**src/rtl/dsp_uart_pkg.sv**
```systemverilog
// ----------------------------------------------------------------------------
// dsp_uart_pkg
// Shared constants, types and helpers for the DSP result UART path.
//   ASCII_*       : byte values used when formatting product words as hex text
//   BIT_*         : bit-slot indices inside one 8N1 UART character
//   tx_state_e    : top-level frame FSM states
//   char_phase_e  : which part of a line is being sent (hex digits, CR or LF)
//   hex_ascii()   : 4-bit nibble -> uppercase ASCII hex digit
// ----------------------------------------------------------------------------
package dsp_uart_pkg;

  localparam logic [7:0] ASCII_CR = 8'h0D;
  localparam logic [7:0] ASCII_LF = 8'h0A;
  localparam logic [7:0] ASCII_0  = 8'h30;
  localparam logic [7:0] ASCII_A  = 8'h41;

  // Bit slots of one character: 0 = start, 1..8 = data LSB first, 9 = stop.
  localparam logic [3:0] BIT_START     = 4'd0;
  localparam logic [3:0] BIT_LAST_DATA = 4'd8;
  localparam logic [3:0] BIT_STOP      = 4'd9;

  typedef enum logic [1:0] {
    ST_IDLE = 2'd0,
    ST_LOAD = 2'd1,
    ST_SEND = 2'd2,
    ST_FIN  = 2'd3
  } tx_state_e;

  typedef enum logic [1:0] {
    PH_HEX = 2'd0,
    PH_CR  = 2'd1,
    PH_LF  = 2'd2
  } char_phase_e;

  function automatic logic [7:0] hex_ascii(input logic [3:0] nibble);
    logic [7:0] ch;
    if (nibble < 4'd10) begin
      ch = ASCII_0 + {4'd0, nibble};
    end else begin
      ch = ASCII_A + ({4'd0, nibble} - 8'd10);
    end
    return ch;
  endfunction

endpackage

```
**src/rtl/uart_tx_byte.sv**
```systemverilog
// ----------------------------------------------------------------------------
// uart_tx_byte
// 8N1 UART byte transmitter with a valid/ready byte interface.
//   clk    in  : clock, rising edge
//   reset  in  : synchronous, active-high
//   data   in  : byte to send, sampled when valid && ready
//   valid  in  : a byte is offered
//   ready  out : high when idle or in the last cycle of a stop bit
//   tx     out : serial line, idle high, registered
// Holding valid through the stop bit chains the next byte with no idle gap.
// ----------------------------------------------------------------------------
module uart_tx_byte
  import dsp_uart_pkg::*;
#(
  parameter int CLKS_PER_BIT = 234
) (
  input  logic       clk,
  input  logic       reset,
  input  logic [7:0] data,
  input  logic       valid,
  output logic       ready,
  output logic       tx
);

  localparam int CNT_W = (CLKS_PER_BIT > 1) ? $clog2(CLKS_PER_BIT) : 1;
  localparam logic [CNT_W-1:0] CNT_LAST = CNT_W'(CLKS_PER_BIT - 1);

  logic             active_q, active_d;
  logic [CNT_W-1:0] cnt_q, cnt_d;
  logic [3:0]       bit_q, bit_d;
  logic [7:0]       shift_q, shift_d;
  logic             tx_q, tx_d;
  logic             stop_end_s;

  // The last cycle of a stop bit doubles as the hand-off point for the next byte.
  assign stop_end_s = active_q && (bit_q == BIT_STOP) && (cnt_q == CNT_LAST);
  assign ready      = !active_q || stop_end_s;
  assign tx         = tx_q;

  // Baud counter, bit sequencer and shift register next-state logic.
  always_comb begin
    active_d = active_q;
    cnt_d    = cnt_q;
    bit_d    = bit_q;
    shift_d  = shift_q;
    tx_d     = tx_q;
    if (!active_q) begin
      if (valid) begin
        active_d = 1'b1;
        cnt_d    = '0;
        bit_d    = BIT_START;
        shift_d  = data;
        tx_d     = 1'b0;
      end else begin
        tx_d = 1'b1;
      end
    end else if (cnt_q != CNT_LAST) begin
      cnt_d = cnt_q + CNT_W'(1);
    end else begin
      cnt_d = '0;
      if (bit_q == BIT_STOP) begin
        if (valid) begin
          // Next start bit begins on the very edge that ends this stop bit.
          bit_d   = BIT_START;
          shift_d = data;
          tx_d    = 1'b0;
        end else begin
          active_d = 1'b0;
          bit_d    = BIT_START;
          tx_d     = 1'b1;
        end
      end else if (bit_q == BIT_LAST_DATA) begin
        bit_d = BIT_STOP;
        tx_d  = 1'b1;
      end else begin
        bit_d   = bit_q + 4'd1;
        tx_d    = shift_q[0];
        shift_d = {1'b0, shift_q[7:1]};
      end
    end
  end

  // State registers with synchronous reset to an idle-high line.
  always_ff @(posedge clk) begin
    if (reset) begin
      active_q <= 1'b0;
      cnt_q    <= '0;
      bit_q    <= BIT_START;
      shift_q  <= 8'h00;
      tx_q     <= 1'b1;
    end else begin
      active_q <= active_d;
      cnt_q    <= cnt_d;
      bit_q    <= bit_d;
      shift_q  <= shift_d;
      tx_q     <= tx_d;
    end
  end

endmodule

```
**src/rtl/dsp_result_uart_tx.sv**
```systemverilog
// ----------------------------------------------------------------------------
// dsp_result_uart_tx
// Snapshots N_WORDS product words on a start pulse and streams each word as
// uppercase ASCII hex (MSB nibble first) followed by CR LF over an 8N1 UART.
//   clk       in  : clock, rising edge
//   reset     in  : synchronous, active-high; aborts any frame in flight
//   products  in  : word i = products[i*WORD_W +: WORD_W], word 0 sent first
//   start     in  : frame request, accepted only while busy == 0
//   tx        out : UART serial out, idle high
//   busy      out : high from the accept edge until the frame completes
//   done      out : one-cycle pulse on the edge that ends the last stop bit
// ----------------------------------------------------------------------------
module dsp_result_uart_tx
  import dsp_uart_pkg::*;
#(
  parameter int N_WORDS      = 5,
  parameter int WORD_W       = 64,
  parameter int CLKS_PER_BIT = 234
) (
  input  logic                        clk,
  input  logic                        reset,
  input  logic [N_WORDS*WORD_W-1:0]   products,
  input  logic                        start,
  output logic                        tx,
  output logic                        busy,
  output logic                        done
);

  localparam int NIBS  = WORD_W / 4;
  localparam int NIB_W = (NIBS > 1) ? $clog2(NIBS) : 1;
  localparam logic [NIB_W-1:0] NIB_LAST  = NIB_W'(NIBS - 1);
  localparam logic [3:0]       WORD_LAST = 4'(N_WORDS - 1);

  tx_state_e                 state_q, state_d;
  char_phase_e               phase_q, phase_d;
  logic [NIB_W-1:0]          nib_q, nib_d;
  logic [3:0]                word_q, word_d;
  logic [N_WORDS*WORD_W-1:0] snapshot_q, snapshot_d;
  logic [7:0]                char_q, char_d;
  logic                      busy_q, busy_d;
  logic                      done_q, done_d;

  logic [WORD_W-1:0]         word_sel_s;
  logic [3:0]                nibble_s;
  logic [7:0]                char_mux_s;
  logic                      last_char_s;
  logic                      byte_valid_s;
  logic                      byte_ready_s;

  // Character selected by the word/nibble/phase counters.
  always_comb begin
    word_sel_s = snapshot_q[32'(word_q) * WORD_W +: WORD_W];
    nibble_s   = word_sel_s[32'(nib_q) * 32'd4 +: 4];
    case (phase_q)
      PH_HEX:  char_mux_s = hex_ascii(nibble_s);
      PH_CR:   char_mux_s = ASCII_CR;
      PH_LF:   char_mux_s = ASCII_LF;
      default: char_mux_s = ASCII_LF;
    endcase
  end

  assign last_char_s  = (phase_q == PH_LF) && (word_q == WORD_LAST);
  assign byte_valid_s = (state_q == ST_SEND);

  // Frame FSM, counters and snapshot next-state logic.
  always_comb begin
    state_d    = state_q;
    phase_d    = phase_q;
    nib_d      = nib_q;
    word_d     = word_q;
    snapshot_d = snapshot_q;
    char_d     = char_q;
    busy_d     = busy_q;
    done_d     = 1'b0;
    case (state_q)
      ST_IDLE: begin
        if (start) begin
          snapshot_d = products;
          phase_d    = PH_HEX;
          nib_d      = NIB_LAST;
          word_d     = 4'd0;
          // The first character comes straight from the live inputs on the
          // accept edge, so the line can drop one cycle later without a LOAD.
          char_d     = hex_ascii(products[WORD_W-1 -: 4]);
          busy_d     = 1'b1;
          state_d    = ST_SEND;
        end else begin
          busy_d = 1'b0;
        end
      end
      ST_LOAD: begin
        char_d  = char_mux_s;
        state_d = ST_SEND;
      end
      ST_SEND: begin
        if (byte_ready_s) begin
          // Byte handed over: advance the counters to the following character.
          if (last_char_s) begin
            word_d  = 4'd0;
            phase_d = PH_HEX;
            nib_d   = NIB_LAST;
            state_d = ST_FIN;
          end else begin
            case (phase_q)
              PH_HEX: begin
                if (nib_q == '0) begin
                  phase_d = PH_CR;
                end else begin
                  nib_d = nib_q - NIB_W'(1);
                end
              end
              PH_CR: phase_d = PH_LF;
              PH_LF: begin
                phase_d = PH_HEX;
                nib_d   = NIB_LAST;
                word_d  = word_q + 4'd1;
              end
              default: phase_d = PH_HEX;
            endcase
            state_d = ST_LOAD;
          end
        end else begin
          state_d = ST_SEND;
        end
      end
      ST_FIN: begin
        // Ready here marks the last cycle of the final stop bit.
        if (byte_ready_s) begin
          busy_d  = 1'b0;
          done_d  = 1'b1;
          state_d = ST_IDLE;
        end else begin
          state_d = ST_FIN;
        end
      end
      default: begin
        busy_d  = 1'b0;
        state_d = ST_IDLE;
      end
    endcase
  end

  // Frame state registers; reset abandons any frame without a done pulse.
  always_ff @(posedge clk) begin
    if (reset) begin
      state_q    <= ST_IDLE;
      phase_q    <= PH_HEX;
      nib_q      <= '0;
      word_q     <= 4'd0;
      snapshot_q <= '0;
      char_q     <= 8'h00;
      busy_q     <= 1'b0;
      done_q     <= 1'b0;
    end else begin
      state_q    <= state_d;
      phase_q    <= phase_d;
      nib_q      <= nib_d;
      word_q     <= word_d;
      snapshot_q <= snapshot_d;
      char_q     <= char_d;
      busy_q     <= busy_d;
      done_q     <= done_d;
    end
  end

  assign busy = busy_q;
  assign done = done_q;

  uart_tx_byte #(
    .CLKS_PER_BIT(CLKS_PER_BIT)
  ) u_tx_byte (
    .clk   (clk),
    .reset (reset),
    .data  (char_q),
    .valid (byte_valid_s),
    .ready (byte_ready_s),
    .tx    (tx)
  );

endmodule

```
**config.mk**
```make
export PLATFORM = sky130hd
export DESIGN_NAME = dsp_result_uart_tx
export DESIGN_NICKNAME = d
export VERILOG_FILES = /design/src/rtl/dsp_uart_pkg.sv /design/src/rtl/uart_tx_byte.sv /design/src/rtl/dsp_result_uart_tx.sv
export SDC_FILE = /design/constraint.sdc
export NUM_CORES = 1
export LEC_CHECK = 0
export CAP_MARGIN = 15
export CORE_UTILIZATION = 35
export CTS_CLUSTER_SIZE = 8
export DETAILED_ROUTE_END_ITERATION = 10
export GPL_TIMING_DRIVEN = 1
export HOLD_SLACK_MARGIN = 0.15
export PLACE_DENSITY_LB_ADDON = 0.15
export SLEW_MARGIN = 10
export SYNTH_ARGS = -nofsm -noshare
export SYNTH_HDL_FRONTEND = slang
export SYNTH_SLANG_ARGS = --single-unit
```
**constraint.sdc**
```tcl
create_clock -name clk -period 3.4 [get_ports clk]
set_clock_uncertainty 0.15 [all_clocks]
set_input_delay 0.51 -clock clk [delete_from_list [all_inputs] [get_ports clk]]
set_output_delay 0.51 -clock clk [all_outputs]
set_load 0.01 [all_outputs]
```
==> out/qor.txt <==
status -> complete, but fails checks
failing checks -> design-rule violations
r2r startpoint -> word_q[1]
# hold bufs at CTS -> 0
ys async rst share -> 0
Power Dens Cells -> 515.3 nW/um^2
largest net degree at the start of global routing -> 163
Die H -> 220.2 um
Max VDD drop -> 0.0002971 V
crit path max-delay cell type -> o31ai_1
Ports -> 326
setup tns final -> 0 ns
max frequency -> 294.6 MHz
Finished Cell Area -> 23280 um^2
crit path launch type -> flip-flop
share of cells above drive strength 1 -> 0.1172
Final period util -> 0.9983
Detailed Route Iter0 Violations -> 1362
Post-synth top cells -> nand2_1, a21oi_1, dfxtp_1, clkbuf_1, mux2i_1
Num CTS Buffers -> 51
Yosys warning total -> 0
most common cell in the netlist -> nand2_1
full die area -> 48470 um^2
Syn Area/Cell -> 7.713 um^2
CTS clock-pin slew for the worst setup and hold paths -> 0.06 ns
WL/cell -> 19.77 um
antenna violations before repair -> 0
CP endpoint kind -> flip-flop
final net count -> 2845
peak fanout along the critical path -> 14
critical path class -> flip-flop to flip-flop
Initial Util -> 0.3563
cell mode on critical path -> buf_4
vias in the first global route -> 16370
flops & latches, synth -> 363
Post-synth EDFFs -> 0
FF/Latch Area -> 7273 um^2
Slew headroom -> 0.4796
CTS tree -> yes
DR pass1 iterations -> 10
Main synth FF type -> dfxtp_1
placer congestion estimate -> 0.9208
critical path data arrival time -> 3.67 ns
dpl hpwl -> 45.06 mm
PortBufs -> 325
actual slew at the worst max-slew pin -> 0.7807 ns
final setup violation count -> 0
setup slack, reg-to-reg -> 0.006 ns
Max Slew Vio Count -> 0
unrepaired setup endpoints after global routing -> true
Multi-input gate area -> 9064 um^2
Post-Layout Cell Count -> 3115
Tmin final -> 3.394 ns
Reg2Reg Depth -> 15
Row Count -> 79
DR vias -> 16380
post-synth top area share -> 0.4362
H-tree levels -> 2
Synth cell types -> 62
final wirelength -> 61.58 mm
Layout area overhead -> 39.77%
vias per cell -> 5.260
Worst Path Buf+Inv -> 6
gr ovfl total -> 0
Fillers -> 4551
CTS Sinks -> 363
P_leak -> 8.288 nW
syn_nets -> 2499
Worst path depth -> 15
width of the die -> 220.2 um
gate count of the mapped netlist -> 2160
top cells by area, synth -> dfxtp_1, nand2_1, a21oi_1, mux2i_1, a221oi_1
gr usage total -> 0.2501
post-route ant nets -> 0
clock root buffer -> clkbuf_16
placed insts -> 3031
Critical Path Max Stage Delay -> 0.46 ns
worst setup path startpoint -> word_q[1]
first-pass GRT wire length -> 92.84 mm
register area share after synthesis -> 0.4362
max-cap viol count -> 0
reg2reg end -> char_q[4]
Clk Latency, worst-skew pair -> 0.58 ns
Core ar. -> 46750 um^2
count of final hold-check violations -> 0
crit path cell chain -> buf_4 > clkinv_1 > buf_4 > a211oi_1 > a2111oi_2 > o31ai_1 > a221oi_4 > ha_4 > inv_1 > nor3b_2 > buf_4 > buf_4 > nand3_1 > a21oi_1 > a2111oi_2
area leader, netlist -> dfxtp_1
Residual DRC -> 13
# diodes -> 0
Final Util -> 0.4980
Final Hold Slack -> 0.2449 ns
Crit path required time -> 3.68 ns
CP endpoint -> char_q[4]
Mapped Area -> 16660 um^2
worst hold path type -> primary input to flip-flop
placed cell area -> 21020 um^2
CP top delay family -> compound AO/OA/AOI/OAI gates
maximum buffer depth of the clock tree -> 3
[flip-flops by register name, indices dropped and copies added (netlist names)]
| name | count |
|---|---|
| busy | 1 |
| done | 1 |
| u_tx_byte.tx | 1 |
| word_q | 4 |
| u_tx_byte.shift_q | 8 |
| u_tx_byte.bit_q | 4 |
| nib_q | 4 |
| snapshot_q | 320 |
| char_q | 7 |
| phase_q | 2 |
| u_tx_byte.cnt_q | 8 |
| u_tx_byte.active_q | 1 |
| state_q | 2 |
[placed cells by master (no fill, tap or decap), drive strengths merged, types with 18 or more instances in the layout]
cell,n
nand2,728
nand2b,56
buf,143
clkdlybuf4s50,324
a211oi,25
nor2,53
a221oi,60
a22oi,18
mux2i,119
clkbuf,54
a21oi,375
o21ai,19
dfxtp,363
[metrics by stage]
stage / setup WS, ns / power (mW)
final: 0.005782 / 12.00
after global routing: -0.1878 / 12.53
after CTS: 0.0003904 / 12.01
after detailed placement: -0.2897 / 7.240
after global placement: -0.2988 / 7.220
after floorplan: 0.02382 / 6.111
[cells by family (layout without fill, tap and decap cells)]
group,after synthesis,count (layout),share of synthesized area
buf+inv,192,540,0.05205
flops,363,363,0.4362
xor+xnor,9,9,0.004732
simple gates,918,918,0.2280
mux,119,119,0.07150
compound gates,543,543,0.1955
fa+ha+maj,16,16,0.01202
[power breakdown]
| group | total [mW] | internal (mW) | switching (mW) | leakage [nW] |
|---|---|---|---|---|
| Clock | 4.49 | 2.72 | 1.77 | 0.664 |
| Sequential | 4.80 | 4.57 | 0.228 | 2.98 |
| Combinational | 2.70 | 1.31 | 1.39 | 4.64 |
[worst min-delay path by stage]
| stage | endpoint | from | slack [ns] | cells after the start |
|---|---|---|---|---|
| after global routing | u_tx_byte.cnt_q[0] | reset | 0.28 | 2 |
| after detailed placement | snapshot_q[160] | snapshot_q[160] | 0.30 | 2 |
| after global placement | snapshot_q[55] | snapshot_q[55] | 0.29 | 2 |
| after floorplan | snapshot_q[262] | snapshot_q[262] | 0.28 | 2 |
| final | snapshot_q[188] | reset | 0.24 | 2 |
| after CTS | phase_q[1] | reset | 0.23 | 2 |
[routing by layer]
layer  wire length [um]  GRT usage
met4               2120    0.09724
met2              31140     0.4476
met1              25500     0.3017
met5                  0          0
met3               2823    0.03368
[cell type report]
| class | count | area share |
|---|---|---|
| Multi-Input combinational cell | 1605 | 0.3893 |
| Sequential cell | 363 | 0.3124 |
| Timing Repair Buffer | 468 | 0.2053 |
| Clock buffer | 54 | 0.05755 |
| Tap cell | 607 | 0.03262 |
| Inverter | 17 | 0.002740 |
| Clock inverter | 1 | 0.0002149 |
[what timing repair did]
| item | 4_1_cts | 5_1_grt |
|---|---|---|
| cloned | 5 | 0 |
| pin swaps | 33 | 21 |
| resized for setup | 80 | 28 |
| endpoints found under the setup margin | 4 | 5 |
| hold endpoints to repair | 0 | 0 |
| setup buffers | 23 | 2 |
No activity file was read; power rests on OpenSTA's default activity.
